==> config.mk <==
export PLATFORM = sky130hd
export DESIGN_NAME = arbitro_alu
export DESIGN_NICKNAME = d
export VERILOG_FILES = /design/src/rtl/arbitro_alu.sv
export SDC_FILE = /design/constraint.sdc
export NUM_CORES = 1
export LEC_CHECK = 0
export BUFFER_PORTS_ARGS = -buffer_cell sky130_fd_sc_hd__buf_4
export CAP_MARGIN = 30
export CORE_MARGIN = 10
export CORE_UTILIZATION = 40
export DETAILED_ROUTE_END_ITERATION = 8
export PLACE_DENSITY = 0.62
export SYNTH_ARGS = -nofsm -noshare
export SYNTH_HDL_FRONTEND = slang
export SYNTH_SLANG_ARGS = --single-unit
==> constraint.sdc <==
create_clock -name clk -period 4.82 [get_ports clk]
set_input_delay 0.482 -clock clk [delete_from_list [all_inputs] [get_ports clk]]
set_output_delay 0.482 -clock clk [all_outputs]
set_load 0.005 [all_outputs]
==> src/rtl/arbitro_alu.sv <==
// rtl/arbitro_alu.sv - two-requester round-robin front end around a registered ALU
// Requests are arbitrated in IDLE, executed in EXEC and held in RESP until the consumer accepts.

module unidad_logico_aritmetica #(
  parameter int N = 32
) (
  input  logic [N-1:0] a,
  input  logic [N-1:0] b,
  input  logic [3:0]   ALUControl,
  output logic [N-1:0] resultado,
  output logic         negativo,
  output logic         cero,
  output logic         overflow,
  output logic         carry
);

  logic [N:0] suma;
  logic [N:0] resta;

  // Subtraction as a + ~b + 1, so carry means "no borrow".
  assign suma  = {1'b0, a} + {1'b0, b};
  assign resta = {1'b0, a} + {1'b0, ~b} + {{N{1'b0}}, 1'b1};

  always_comb begin
    resultado = '0;
    overflow  = 1'b0;
    carry     = 1'b0;
    case (ALUControl)
      4'b0000: resultado = a & b;
      4'b0001: resultado = a | b;
      4'b0010: resultado = a ^ b;
      4'b0011: resultado = ~(a | b);
      4'b0100: resultado = a << b;
      4'b0101: resultado = a >> b;
      4'b0110: resultado = $signed(a) >>> b;
      4'b0111: resultado = {{(N-1){1'b0}}, ($signed(a) < $signed(b))};
      4'b1000: begin
        {carry, resultado} = suma;
        overflow = (a[N-1] == b[N-1]) && (suma[N-1] != a[N-1]);
      end
      4'b1001: begin
        {carry, resultado} = resta;
        overflow = (a[N-1] != b[N-1]) && (resta[N-1] != a[N-1]);
      end
      4'b1010: resultado = {{(N-1){1'b0}}, (a < b)};
      4'b1011: resultado = ~a;
      4'b1100: resultado = a;
      4'b1101: resultado = b;
      default: resultado = '0;
    endcase
  end

  assign negativo = resultado[N-1];
  assign cero     = (resultado == '0);

endmodule

module arbitro_alu #(
  parameter int N = 32
) (
  input  logic         clk,
  input  logic         rst,
  input  logic [1:0]   req_valid,
  output logic [1:0]   req_ready,
  input  logic [N-1:0] a0,
  input  logic [N-1:0] b0,
  input  logic [N-1:0] a1,
  input  logic [N-1:0] b1,
  input  logic [3:0]   op0,
  input  logic [3:0]   op1,
  output logic         resp_valid,
  input  logic         resp_ready,
  output logic         resp_id,
  output logic [N-1:0] resultado,
  output logic         flag_n,
  output logic         flag_z,
  output logic         flag_v,
  output logic         flag_c,
  output logic         resp_err,
  output logic [7:0]   ops_cnt0,
  output logic [7:0]   ops_cnt1
);

  typedef enum logic [1:0] {IDLE, EXEC, RESP} stateT;

  stateT        state, nextState;
  logic         prio;
  logic [N-1:0] aReg, bReg;
  logic [3:0]   opReg;
  logic         idReg;
  logic         anyReq;
  logic         grantId;
  logic         take;
  logic         done;
  logic         opErr;
  logic [N-1:0] aluRes;
  logic         aluN, aluZ, aluV, aluC;

  unidad_logico_aritmetica #(N) alu (
    aReg, bReg, opReg, aluRes, aluN, aluZ, aluV, aluC
  );

  // prio only matters when both request; a lone requester always wins.
  assign anyReq  = |req_valid;
  assign grantId = (req_valid == 2'b11) ? prio : req_valid[1];
  assign take    = (state == IDLE) && anyReq;
  assign done    = (state == RESP) && resp_ready;
  assign opErr   = (opReg >= 4'b1110);

  always_ff @(posedge clk or posedge rst) begin
    if (rst) state <= IDLE;
    else     state <= nextState;
  end

  always_comb begin
    nextState  = state;
    req_ready  = 2'b00;
    resp_valid = 1'b0;
    case (state)
      IDLE: begin
        if (anyReq) begin
          req_ready = grantId ? 2'b10 : 2'b01;
          nextState = EXEC;
        end
      end
      EXEC: nextState = RESP;
      RESP: begin
        resp_valid = 1'b1;
        if (resp_ready) nextState = IDLE;
      end
      default: nextState = IDLE;
    endcase
  end

  always_ff @(posedge clk or posedge rst) begin
    if (rst) begin
      aReg  <= '0;
      bReg  <= '0;
      opReg <= '0;
      idReg <= 1'b0;
      prio  <= 1'b0;
    end else if (take) begin
      aReg  <= grantId ? a1 : a0;
      bReg  <= grantId ? b1 : b0;
      opReg <= grantId ? op1 : op0;
      idReg <= grantId;
      prio  <= ~grantId;
    end
  end

  // Response registers only load in EXEC, so they hold steady through RESP.
  always_ff @(posedge clk or posedge rst) begin
    if (rst) begin
      resultado <= '0;
      flag_n    <= 1'b0;
      flag_z    <= 1'b0;
      flag_v    <= 1'b0;
      flag_c    <= 1'b0;
      resp_err  <= 1'b0;
      resp_id   <= 1'b0;
    end else if (state == EXEC) begin
      resultado <= opErr ? '0 : aluRes;
      flag_n    <= opErr ? 1'b0 : aluN;
      flag_z    <= opErr ? 1'b0 : aluZ;
      flag_v    <= opErr ? 1'b0 : aluV;
      flag_c    <= opErr ? 1'b0 : aluC;
      resp_err  <= opErr;
      resp_id   <= idReg;
    end
  end

  always_ff @(posedge clk or posedge rst) begin
    if (rst) begin
      ops_cnt0 <= 8'h00;
      ops_cnt1 <= 8'h00;
    end else if (done) begin
      if (!resp_id && ops_cnt0 != 8'hFF) ops_cnt0 <= ops_cnt0 + 8'h01;
      if (resp_id && ops_cnt1 != 8'hFF)  ops_cnt1 <= ops_cnt1 + 8'h01;
    end
  end

endmodule

; ---- After elaboration in Yosys (flattened, before gate mapping)
; Cells that the tools add are included.
[op_classes]
n_addsub = 5
order_cmp = 3
eq_ne = 24
shifts = 3
n_mux = 19
bitwise = 7
n_reduce_logical = 14
[op_table]
columns = cell, count
row1 = $pmux W32 S14, 1
row2 = $mux W32, 3
row3 = $not A32 Y32, 3
row4 = $add A32 B32 Y33, 2
row5 = $lt A32 B32 Y1, 2
row6 = $add A33 B1 Y33 const B, 1
row7 = $and A32 B32 Y32, 1
row8 = $logic_not A32 Y1, 1
row9 = $or A32 B32 Y32, 1
row10 = $shl A32 B32 Y32, 1
row11 = $shr A32 B32 Y32, 1
row12 = $sshr A32 B32 Y32, 1
row13 = $xor A32 B32 Y32, 1
row14 = $eq A4 B4 Y1 const B, 6
row15 = $add A8 B1 Y8 const B, 2
row16 = $eq A4 B3 Y1 const B, 4
row17 = $ne A8 B8 Y1 const B, 2
row18 = $mux W2, 5
row19 = $eq A4 B2 Y1 const B, 2
row20 = $logic_and A1 B1 Y1, 6
row21 = $mux W1, 6
row22 = $pmux W2 S3, 1
row23 = $reduce_and A2 Y1, 3
row24 = $eq A2 B2 Y1 const B, 2
row25 = 13 further kinds, 17
[totals]
ff_bits = 126
in_bits = 141
out_inout_bits = 57

; ---- Longest topological paths before layout
[logic_depth]
word_depth = 7
depth_mapped = 17

; ---- Modules after synthesis
; From an unflattened synthesis, not the netlist that was laid out.
[unflattened]
hier_cells = 2244
hier_area_um2 = 17500.5
[modules_own_cells]
columns = module, n_inst, cells_per_inst, area_each_um2, seq_area_each_um2
row1 = unidad_logico_aritmetica, 1, 1768, 12042.8, 0.0
row2 = arbitro_alu, 1, 476, 5457.7, 3153.0

; ---- Least setup slack after synthesis
; Ideal clock, no wire load.
[synth_timing]
path_kind = flip-flop to flip-flop
startpoint = register bReg[1]
endpoint = register flag_z
setup_ns = 0.076
arrival_ns = 4.493
required_time_ns = 4.744
setup_slack_ns = 0.250
stages_incl_launch_ff = 17
n_path_buf = 3
synth_period_minus_slack_ns = 4.570
path_cell_list = dfrtp_1 buf_2 buf_2 inv_1 clkbuf_1 fa_1 nand2b_1 a2111oi_1 o21ai_1 a311oi_1 o2111ai_1 mux2i_1 a2111oi_0 nand2_1 nor4_1 nand4_1 o21ai_1
[synth_between]
elab_chain_len = 6
elab_cells_between_ends = 16
[synth_lines]
columns = item, line_no
row1 = "start, declared", 88  ; logic [N-1:0] aReg, bReg;
row2 = "start signal, assigned", 144  ; bReg <= grantId ? b1 : b0;
row3 = $not A32 Y32, 22  ; assign resta = {1'b0, a} + {1'b0, ~b} + {{N{1'b0}}, 1'b1};
row4 = $add A32 B32 Y33, 22
row5 = $add A33 B1 Y33, 22
row6 = $pmux W32 S14 *, 28  ; case (ALUControl)
row7 = $logic_not A32 Y1 *, 54  ; assign cero = (resultado == '0);
row8 = $mux W1 *, 164  ; flag_z <= opErr ? 1'b0 : aluZ;
row9 = "end signal, assigned", 164
row10 = "end, declared", 76  ; output logic flag_z,
; Every way passes the cells marked *; elsewhere a longest branch is shown, timed or not.
; A chain may end at the register's enable or synchronous reset.

; ---- Worst setup path after layout
[layout_timing]
startpoint = register bReg[2]
endpoint = register flag_z
; Same word-level chain as after synthesis.

==> impl_metrics.ini <==
[status]
status = complete, no violations

[timing]
fin_crit_sh_pct = 96.0
max_freq_mhz = 216
finalHoldViolCount = 0
rsz0062_at_grt = no
min_period_ns = 4.63
tightestPinTransition_ns = 1.19
slew_violations = 0
finalSetupViolCount = 0
setup_tns_ns = 0
relSlewSlack_pct = 20.3
skew_ns = 0.0132

[cells_and_area]
layout-drive-gt1-share_pct = 25.7
area_growth_pct = 23.4
fin_util_pct = 50.3
layout.nets = 2682

[clock_tree]
clkSinkCount = 125
cts_setup_buffers = 0
cts_tree = done
ctsResizeCount = 0
cts_hold_buf = 0
clk_pin_slew_worst_paths_ns = 0.07
cts_root_buf = clkbuf_16
numCtsBuffers = 17
cts.htree.levels = 4
clockBufferDepth = 2
clkLatencyLatePin_ns = 0.47

[synth]
synth_ff_type = dfrtp_1
ys_types = 86
avgSynthCellArea_sq_um = 7.94
seq_area_frac_synth_pct = 18.2
syn_nets = 2421
yosys-top-cells-area = dfrtp_1, mux4_2, ha_1
post_synth_instance_area_sq_um = 17200
synth_edf_count = 0
synth_top_area_cell = dfrtp_1
synthTopCellsByCount = nand2_1, o21ai_0, nor2_1, clkbuf_1, dfrtp_1
yosys_warnings = 0
yosysMostFrequentCell = nand2_1
synth_cells = 2169
synth_seq_cells = 125
synthArstFlopShare_pct = 100
synth_top_area_share_pct = 18.2

[placement]
dp_hpwl_mm = 77.8
gp_congestion = 1.08
port_buffers = 197

[detailed_routing]
ant_nets = 0
drt-vias-per-instance = 6.94
vias = 20700
wl_per_cell_um = 32.7
firstDrtPassIters = 7
first_iter_violations = 3269
drc = 0
drt-total-wl_mm = 97.6

[global_routing]
grt_pass1_wl_mm = 140
overflow = 0
antenna_found_initial = 5
gr-usage-all-layers_pct = 37.1
grt_max_degree = 78
first_global_vias = 19800

[worst_setup_path]
required_ns = 5.22
cp_data_arrival_time_ns = 5.02
cp_max_fo = 15
worstSetupPathType = flip-flop to flip-flop
start_kind = flip-flop
end_kind = flip-flop

[floorplanning]
rows = 75
initial_utilization_pct = 40.8
io_pins = 198
die_h_um = 227
coreArea_sq_um = 42200
die_w_um = 227
die_area_sq_um = 51700

[min_path]
hold_path.class = primary input to async pin

[flow_run]
maxCapViolCount = 0
state kept, by name (all words and copies together) (netlist names):
register and count:
prio 1, flag_v 1, ops_cnt0 8, resp_err 1
resp_id 1, bReg 32, aReg 32, flag_c 1
resultado 32, ops_cnt1 8, state 2, idReg 1
flag_z 1, opReg 4
through the flow:
step / hold WS (ns) / setup slack (ns) / instance area [sq um] / std cells
after floorplan: 0.439 / 0.250 / 17200 / 2169
final: 0.115 / 0.194 / 21200 / 2984
after CTS: 0.124 / 0.286 / 21200 / 2982
after global routing: 0.161 / 0.0391 / 21200 / 2982
after global placement: 0.457 / 0.318 / 20600 / 2949
after detailed placement: 0.457 / 0.308 / 20600 / 2950
final cells by class:
cell class	count	area, sq um
antenna	2	5.00
sequential	125	3140
tap	539	674
fill	4111	21000
clock inverter	14	184
multi-input combinational	1730	12900
clock buffer	18	439
inverter	103	389
timing repair buffer	453	3500
layout by cell type (no fill, tap or decap), types with 46 or more instances in the layout:
cell type,instances
mux4_2,74
nand3_1,46
nand2_1,188
inv_1,98
nor2_1,159
a22oi_1,88
o21ai_0,183
nor3_1,46
mux2i_1,81
dfrtp_1,119
a21oi_1,122
buf_4,445
ha_1,109
per-layer routing:
| metal | up-vias | part of all wire [%] | track usage (%) |
|---|---|---|---|
| met1 | 10100 | 38 | 47.2 |
| met3 | 310 | 11 | 8.71 |
| met2 | 1475 | 44 | 56.5 |
| met4 | 0 | 6.6 | 21.9 |
| li1 | 8810 | - | - |
| met5 | - | 0 | 0 |
critical path, cell delays in order, from the launching register on:
cell	delay, ns
dfrtp_4	0.58
inv_1	0.21
ha_1	0.48
nor2_1	0.11
o311ai_2	0.46
a211oi_1	0.21
o311ai_1	0.73
a31oi_1	0.25
buf_4	0.22
a221oi_1	0.34
and2_1	0.18
o221ai_1	0.10
a21o_1	0.18
or3_1	0.38
o21ai_1	0.13
cell families (layout without fill, tap and decap cells):
logic type | after synthesis | in the layout | share of synthesized area, %
AOI/OAI and AO/OA | 766 | 766 | 30.6
and+or+nand+nor | 632 | 632 | 17.8
buffers and inverters | 314 | 588 | 7.19
muxes | 180 | 180 | 16.0
DFF | 125 | 125 | 18.2
adders and majority gates | 111 | 111 | 8.15
xor gates and xnor gates | 41 | 41 | 2.09
other | 0 | 2 | 0
worst paths after layout:
path                                     start  slack (ns)  cells after the start                      end
max                        bReg[2]$_DFFE_PP0P_        0.19                     14       flag_z$_DFFE_PP0N_
min in group clk                        op1[0]        0.22                      3     opReg[0]$_DFFE_PP0P_
max in group asynchronous                  rst        3.78                      3      bReg[2]$_DFFE_PP0P_
min reg2reg                  idReg$_DFFE_PP0P_        0.47                      2      resp_id$_DFFE_PP0N_
max reg2reg                bReg[2]$_DFFE_PP0P_        0.19                     14       flag_z$_DFFE_PP0N_
min                                        rst        0.12                      2  ops_cnt1[7]$_DFFE_PP0P_
Power is not shown: default switching activity piles up to over one toggle a cycle in this logic, so the estimate is an artifact.
